--- src/rtl/memory_arbiter_n.sv ---
// memory_arbiter_n: arbitrates NUM_PORTS line-request ports onto one memory bus with a
// single outstanding transaction, fixed-priority or round-robin, and routes the response back.
module memory_arbiter_n #(
    parameter int NUM_PORTS = 2,
    parameter int ADDR_SIZE = 32,
    parameter int LINE_SIZE = 256,
    parameter int RR_MODE   = 1,
    localparam int GW       = $clog2(NUM_PORTS)
) (
    input  logic                           clk_i,
    input  logic                           reset_i,
    input  logic [NUM_PORTS-1:0]           port_req_valid_i,
    input  logic [NUM_PORTS-1:0]           port_req_write_i,
    input  logic [NUM_PORTS*ADDR_SIZE-1:0] port_req_addr_i,
    input  logic [NUM_PORTS*LINE_SIZE-1:0] port_req_wdata_i,
    output logic [NUM_PORTS-1:0]           port_req_ready_o,
    output logic [NUM_PORTS-1:0]           port_rsp_valid_o,
    output logic [LINE_SIZE-1:0]           port_rsp_rdata_o,
    output logic                           mem_req_valid_o,
    output logic                           mem_req_write_o,
    output logic [ADDR_SIZE-1:0]           mem_req_addr_o,
    output logic [LINE_SIZE-1:0]           mem_req_wdata_o,
    input  logic                           mem_req_ready_i,
    input  logic                           mem_rsp_valid_i,
    input  logic [LINE_SIZE-1:0]           mem_rsp_rdata_i,
    output logic [GW-1:0]                  grant_o,
    output logic                           busy_o
);
    typedef enum logic [1:0] {IDLE, ISSUE, WAIT_RSP} state_t;

    state_t                r_state, w_next;
    logic [GW-1:0]         r_rr_ptr, r_grant, w_win;
    logic [GW:0]           w_idx;
    logic                  w_found, w_done;
    logic                  r_write;
    logic [ADDR_SIZE-1:0]  r_addr;
    logic [LINE_SIZE-1:0]  r_wdata;

    // Descending scan so the first requester at or after rr_ptr is the last one written.
    always_comb begin
        w_found = 1'b0;
        w_win   = '0;
        w_idx   = '0;
        for (int i = NUM_PORTS - 1; i >= 0; i--) begin
            w_idx = {1'b0, r_rr_ptr} + (GW+1)'(i);
            if (w_idx >= (GW+1)'(NUM_PORTS)) w_idx = w_idx - (GW+1)'(NUM_PORTS);
            if (port_req_valid_i[w_idx[GW-1:0]]) begin
                w_found = 1'b1;
                w_win   = w_idx[GW-1:0];
            end
        end
    end

    always_comb begin
        w_next           = r_state;
        port_req_ready_o = '0;
        port_rsp_valid_o = '0;
        case (r_state)
            IDLE: if (reset_i && w_found) begin
                port_req_ready_o[w_win] = 1'b1;
                w_next                  = ISSUE;
            end
            ISSUE: if (mem_req_ready_i) begin
                port_rsp_valid_o[r_grant] = mem_rsp_valid_i;
                w_next                    = mem_rsp_valid_i ? IDLE : WAIT_RSP;
            end
            WAIT_RSP: if (mem_rsp_valid_i) begin
                port_rsp_valid_o[r_grant] = 1'b1;
                w_next                    = IDLE;
            end
            default: w_next = IDLE;
        endcase
    end

    assign w_done = |port_rsp_valid_o;

    always_ff @(posedge clk_i or negedge reset_i) begin
        if (!reset_i) begin
            r_state  <= IDLE;
            r_rr_ptr <= '0;
            r_grant  <= '0;
            r_write  <= 1'b0;
            r_addr   <= '0;
            r_wdata  <= '0;
        end else begin
            r_state <= w_next;
            if (r_state == IDLE && w_found) begin
                r_grant <= w_win;
                r_write <= port_req_write_i[w_win];
                r_addr  <= port_req_addr_i[w_win*ADDR_SIZE +: ADDR_SIZE];
                r_wdata <= port_req_wdata_i[w_win*LINE_SIZE +: LINE_SIZE];
            end
            if (RR_MODE != 0 && w_done)
                r_rr_ptr <= (r_grant == GW'(NUM_PORTS - 1)) ? '0 : r_grant + GW'(1);
        end
    end

    assign mem_req_valid_o  = (r_state == ISSUE);
    assign mem_req_write_o  = r_write;
    assign mem_req_addr_o   = r_addr;
    assign mem_req_wdata_o  = r_wdata;
    assign port_rsp_rdata_o = mem_rsp_rdata_i;
    assign grant_o          = r_grant;
    assign busy_o           = (r_state != IDLE);
endmodule

--- config.mk ---
export PLATFORM = sky130hd
export DESIGN_NAME = memory_arbiter_n
export DESIGN_NICKNAME = d
export VERILOG_FILES = /design/src/rtl/memory_arbiter_n.sv
export SDC_FILE = /design/constraint.sdc
export NUM_CORES = 1
export LEC_CHECK = 0
export CAP_MARGIN = 15
export CORE_AREA = 5 5 543 545
export DETAILED_ROUTE_END_ITERATION = 7
export DIE_AREA = 0 0 548 550
export PLACE_DENSITY = 0.3
export SYNTH_ARGS = -nofsm -noshare
export SYNTH_HDL_FRONTEND = slang
export SYNTH_SLANG_ARGS = --single-unit
--- constraint.sdc ---
create_clock -name clk_i -period 3.37 [get_ports clk_i]
set_clock_uncertainty 0.2 [all_clocks]
set_input_delay 0.5055 -clock clk_i [delete_from_list [all_inputs] [get_ports clk_i]]
set_output_delay 0.5055 -clock clk_i [all_outputs]
set_load 0.02 [all_outputs]
; ---- After elaboration in Yosys (flattened, before gate mapping)
; Cells that the tools add are included.
[totals]
input_bits = 840
romBits = 0
ram_bits = 0
wordCells = 61
latchBits = 0
reg_bits = 293
memories = 0
[op_classes]
n_bitwise = 1
add_sub_neg = 4
n_lt_le_gt_ge = 8
reduce_logical = 8
n_shift = 2
n_eq_ne = 5
mul = 0
muxes = 27
div = 0
[ops]
columns = op, n
row1 = $shiftx A512 B10 Y256, 1
row2 = $shiftx A64 B7 Y32, 1
row3 = $mux W2, 8
row4 = $mux W1, 15
row5 = $lt A1 B2 Y1 const B, 4
row6 = $pmux W2 S3, 1
row7 = $logic_and A1 B1 Y1, 4
row8 = $ne A2 B2 Y1 const B, 2
row9 = $pmux W2 S2, 1
row10 = $reduce_and A3 Y1, 1
row11 = $add A1 B1 Y2 const B, 1
row12 = $and A2 B2 Y2, 1
row13 = $demux W1 S1, 2
row14 = $eq A2 B1 Y1 const B, 1
row15 = $eq A2 B2 Y1 const B, 1
row16 = $ge A1 B1 Y1 const B, 2
row17 = $ge A1 B2 Y1 const B, 1
row18 = $ge A2 B2 Y1 const B, 1
row19 = $logic_not A2 Y1, 1
row20 = $ne A2 B1 Y1 const B, 1
row21 = $reduce_bool A2 Y1, 1
row22 = $reduce_or A2 Y1, 1
row23 = $sub A1 B1 Y1 const B, 2
row24 = $add A1 B1 Y1 const B, 1

; ---- Depth between registers and ports, before layout
[logic_depth]
ltp_word = 13
ltp_mapped = 8
depth_no_buf = 5

; ---- Worst setup path after synthesis
; Ideal clock, no wire load.
[synth_timing]
kind = input -> output
from = input port_req_valid_i[1]
to = output port_req_ready_o[1]
slack_ns = 1.013
path_stages = 5
t_arrival_ns = 1.651
cell_sequence = clkbuf_2 > buf_2 > clkbuf_1 > nand2_1 > nor3_1
[synth_via]
elab_chain_cells = 10
word_cells_on_any_way = 16
cone_classes = 2 x order compare / 12 x mux / 2 x reduce/logical
[synth_rtl]
columns = item, line
row1 = "start, declared", 12  ; input logic [NUM_PORTS-1:0] port_req_valid_i,
row2 = $mux W1 (implied by the code) (2 in series), 47  ; if (port_req_valid_i[w_idx[GW-1:0]]) begin
row3 = $mux W1 (2 in series), 47
row4 = $lt A1 B2 Y1 (implied by the code) or $ge A1 B1 Y1 (tied branches), 60  ; port_req_ready_o[w_win] = 1'b1;
row5 = $logic_and A1 B1 Y1 (implied by the code), 60
row6 = $mux W1 (implied by the code), 60
row7 = $demux W1 S1, 60
row8 = $mux W2 *, 59  ; IDLE: if (reset_i && w_found) begin
row9 = $mux W2 *, 58  ; case (r_state)
row10 = "end, declared", 16  ; output logic [NUM_PORTS-1:0] port_req_ready_o,
; Every way passes the cells marked *; elsewhere a longest branch is shown, timed or not. The select of a mux whose other input is x is not followed.

; ---- Worst setup path after layout
[layout_timing]
from = register r_state[0]
to = output port_req_ready_o[1]
[layout_via]
elab_chain_cells = 2
[layout_rtl]
columns = item, line
row1 = "start, declared", 31  ; state_t r_state, w_next;
row2 = "start signal, assigned", 86  ; r_state <= w_next;
row3 = $logic_not A2 Y1, 58
row4 = $mux W2, 58
; No other way between the ends.

==> impl_metrics.env <==
export IMPL_setup_viol=0
export IMPL_rrSetupSlack_ns=0.86
export IMPL_cp_start_kind="flop"
export IMPL_globalplace_congestion=0.888
export IMPL_grt_pass1_wl_um=232000
export IMPL_synth_top_area_cell="dfrtp_1"
export IMPL_drcViolationCount=0
export IMPL_rsz0062_at_grt="false"
export IMPL_status="finished clean"
export IMPL_crit_fanout=4
export IMPL_routed_wl_um=190000
export IMPL_whs_ns=0.161
export IMPL_dp_cells=6228
export IMPL_cts_htree_levels=2
export IMPL_p_per_area_nw_per_um2=844
export IMPL_hold_class="primary input to flop"
export IMPL_clkTransAtPathRegs_ns=0.05
export IMPL_cp_end_kind="output pin"
export IMPL_syn2layout_area_growth_pct=81.5
export IMPL_num_rows=198
export IMPL_regArea_sq_um=7330
export IMPL_r2r_cells=7
export IMPL_cts_setup_buffers=0
export IMPL_start_util=0.0556
export IMPL_cpLargestDelayFamily="buffers and inverters"
export IMPL_critPathArrivalTime_ns=2.45
export IMPL_ant_nets=0
export IMPL_synth_flop_cell="dfrtp_1"
export IMPL_crit_start="r_state[0]"
export IMPL_die_x_um=548
export IMPL_synth_common_cells="293 x dfrtp_1, 290 x nor2_1, 289 x a31oi_1, 289 x nand3_1, 288 x o21ai_0"
export IMPL_fin_total_pwr_w=0.0247
export IMPL_max_slew_margin=0.403
export IMPL_avgSynthCellArea_sq_um=8.35
export IMPL_async_flop_share=1.00
export IMPL_viasPerCell=2.78
export IMPL_synth_top_area_share=0.455
export IMPL_ys_types=28
export IMPL_setup_tns_final_ns=0
export IMPL_yosysSeqAreaShare=0.455
export IMPL_nets=3320
export IMPL_drt_pre_antenna_iters=6
export IMPL_finalMaxSlewViolations=0
export IMPL_antenna_found_initial=95
export IMPL_grt_pass1_vias=17800
export IMPL_fin_crit_sh=0.937
export IMPL_cts_sinks=293
export IMPL_synth_area_top_cells="dfrtp_1 46%, buf_4 12%, a31oi_1 11%"
export IMPL_crit_end="port_req_ready_o[1]"
export IMPL_crit_slowest_cell="clkdlybuf4s50_1"
export IMPL_synth_fp_nets=2771
export IMPL_place_hpwl_um=164000
export IMPL_path_class="flop to output pin"
export IMPL_dieArea_sq_um=301000
export IMPL_max_cap_viol_count=0
export IMPL_coreArea_sq_um=290000
export IMPL_drive_above_1_share=0.0583
export IMPL_path_cells="inv_1 > ha_1 > inv_1 > nor3_1 > clkdlybuf4s50_1"
export IMPL_syn_cell_area_sq_um=16100
export IMPL_r2r_start="r_state[0]"
export IMPL_place_area_sq_um=27700
export IMPL_worst_path_buf_inv=3
export IMPL_cts_buffers=46
export IMPL_crit_path_max_incr_delay_ns=0.64
export IMPL_synth_edff_count=0
export IMPL_cts_path_max_buffers=3
export IMPL_timing_fmax_mhz=317
export IMPL_tightest_slew_ns=0.895
export IMPL_portBuffers=879
export IMPL_yosysMostFrequentCell="dfrtp_1"
export IMPL_r2r_end="mem_req_wdata_o[41]"
export IMPL_synth_cells=1928
export IMPL_io_pins=1392
export IMPL_nFillCells=33500
export IMPL_cp_data_required_time_ns=2.66
export IMPL_grt_ovfl_total=0
export IMPL_wire_per_inst_um=30.1
export IMPL_ir_drop_mv=0.421
export IMPL_period_needed_ns=3.16
export IMPL_clk_latency_ns=0.67
export IMPL_cp_depth=5
export IMPL_cts_tree="yes"
export IMPL_synth_seq_cells=293
export IMPL_cpMostUsedCell="inv_1"
export IMPL_ys_warnings_count=0
export IMPL_die_h_um=550
export IMPL_p_leak_nw=9.66
export IMPL_dr_total_vias=17600
export IMPL_multi_input_area_sq_um=5970
export IMPL_hold_viol=0
export IMPL_instances_no_fill=6327
export IMPL_grt_max_degree=134
export IMPL_stdcell_area_sq_um=29200
export IMPL_grt_usage=0.120
export IMPL_cts_root_buf="clkbuf_16"
export IMPL_first_iter_violations=1178
registers in the layout, indices dropped and copies added (netlist names):
name and count:
mem_req_wdata_o 256, mem_req_addr_o 32, r_state 2, grant_o 1, mem_req_write_o 1, r_rr_ptr 1
timing repair:
action / 4_1_cts / 5_1_grt
hold buffers: 1 / 0
resized for setup: 0 / 0
endpoints found under the hold margin: 76 / 0
worst min-delay path, cell delays in order:
cell and delay (ns):
buf_8 0.15, nand3_1 0.14, a31oi_1 0.08
worst min-delay path by stage:
stage | from | depth (start not counted) | slack [ns] | endpoint
after global placement | reset_i | 1 | 0.17 | mem_req_wdata_o[239]
after floorplan | reset_i | 0 | 0.01 | grant_o
final | port_req_valid_i[1] | 3 | 0.16 | mem_req_wdata_o[236]
after detailed placement | reset_i | 1 | 0.17 | mem_req_wdata_o[239]
after CTS | port_req_valid_i[1] | 3 | 0.03 | mem_req_wdata_o[250]
after global routing | port_req_valid_i[1] | 3 | 0.09 | mem_req_wdata_o[18]
per-layer routing:
layer	vias up	share of wire	track usage
met4	72	0.023	0.0260
met3	211	0.20	0.108
li1	7707	-	-
met5	-	0.0025	0
met1	8269	0.28	0.0983
met2	1319	0.50	0.214
power breakdown:
| part | internal [W] | switching [W] |
|---|---|---|
| sequential | 0.00536 | 0.00119 |
| clock | 0.00282 | 0.00212 |
| combinational | 0.00538 | 0.00779 |
| total | 0.0136 | 0.0111 |
through the flow:
| stage | worst slack (ns) | utilization |
|---|---|---|
| after floorplan | 1.01 | - |
| after global placement | 0.318 | 0.0957 |
| after detailed placement | 0.330 | 0.0957 |
| after CTS | 0.0629 | 0.101 |
| after global routing | 0.0798 | 0.101 |
| final | 0.213 | 0.101 |
cells by family after synthesis:
family                   synth area share
AO/OA/AOI/OAI                       0.205
adder cells (fa/ha/maj)           0.00233
buffers and inverters               0.175
flip-flops                          0.455
multiplexers                     0.000621
AND/OR/NAND/NOR                     0.161
placed cells by master, fill, tap and decap left out, types with 10 or more instances in the layout:
master / Yosys / final
nor2_1: 290 / 290
nand3_1: 289 / 289
clkbuf_1: 71 / 10
a31oi_1: 289 / 289
buf_12: 0 / 24
clkbuf_16: 0 / 46
dfrtp_1: 293 / 293
buf_4: 257 / 48
clkdlybuf4s50_1: 0 / 875
o21ai_0: 288 / 288
diode_2: 0 / 21
clkbuf_8: 0 / 11
final cells by class:
class | instances | share of cell area
well taps | 3800 | 0.163
multi-input cells | 1180 | 0.204
inverters | 6 | 0.00103
diodes | 21 | 0.00180
repair buffers | 950 | 0.330
clock buffers | 67 | 0.0458
clock inverters | 10 | 0.00381
flip-flops and latches | 293 | 0.251
(Power assumes the default switching activity.)
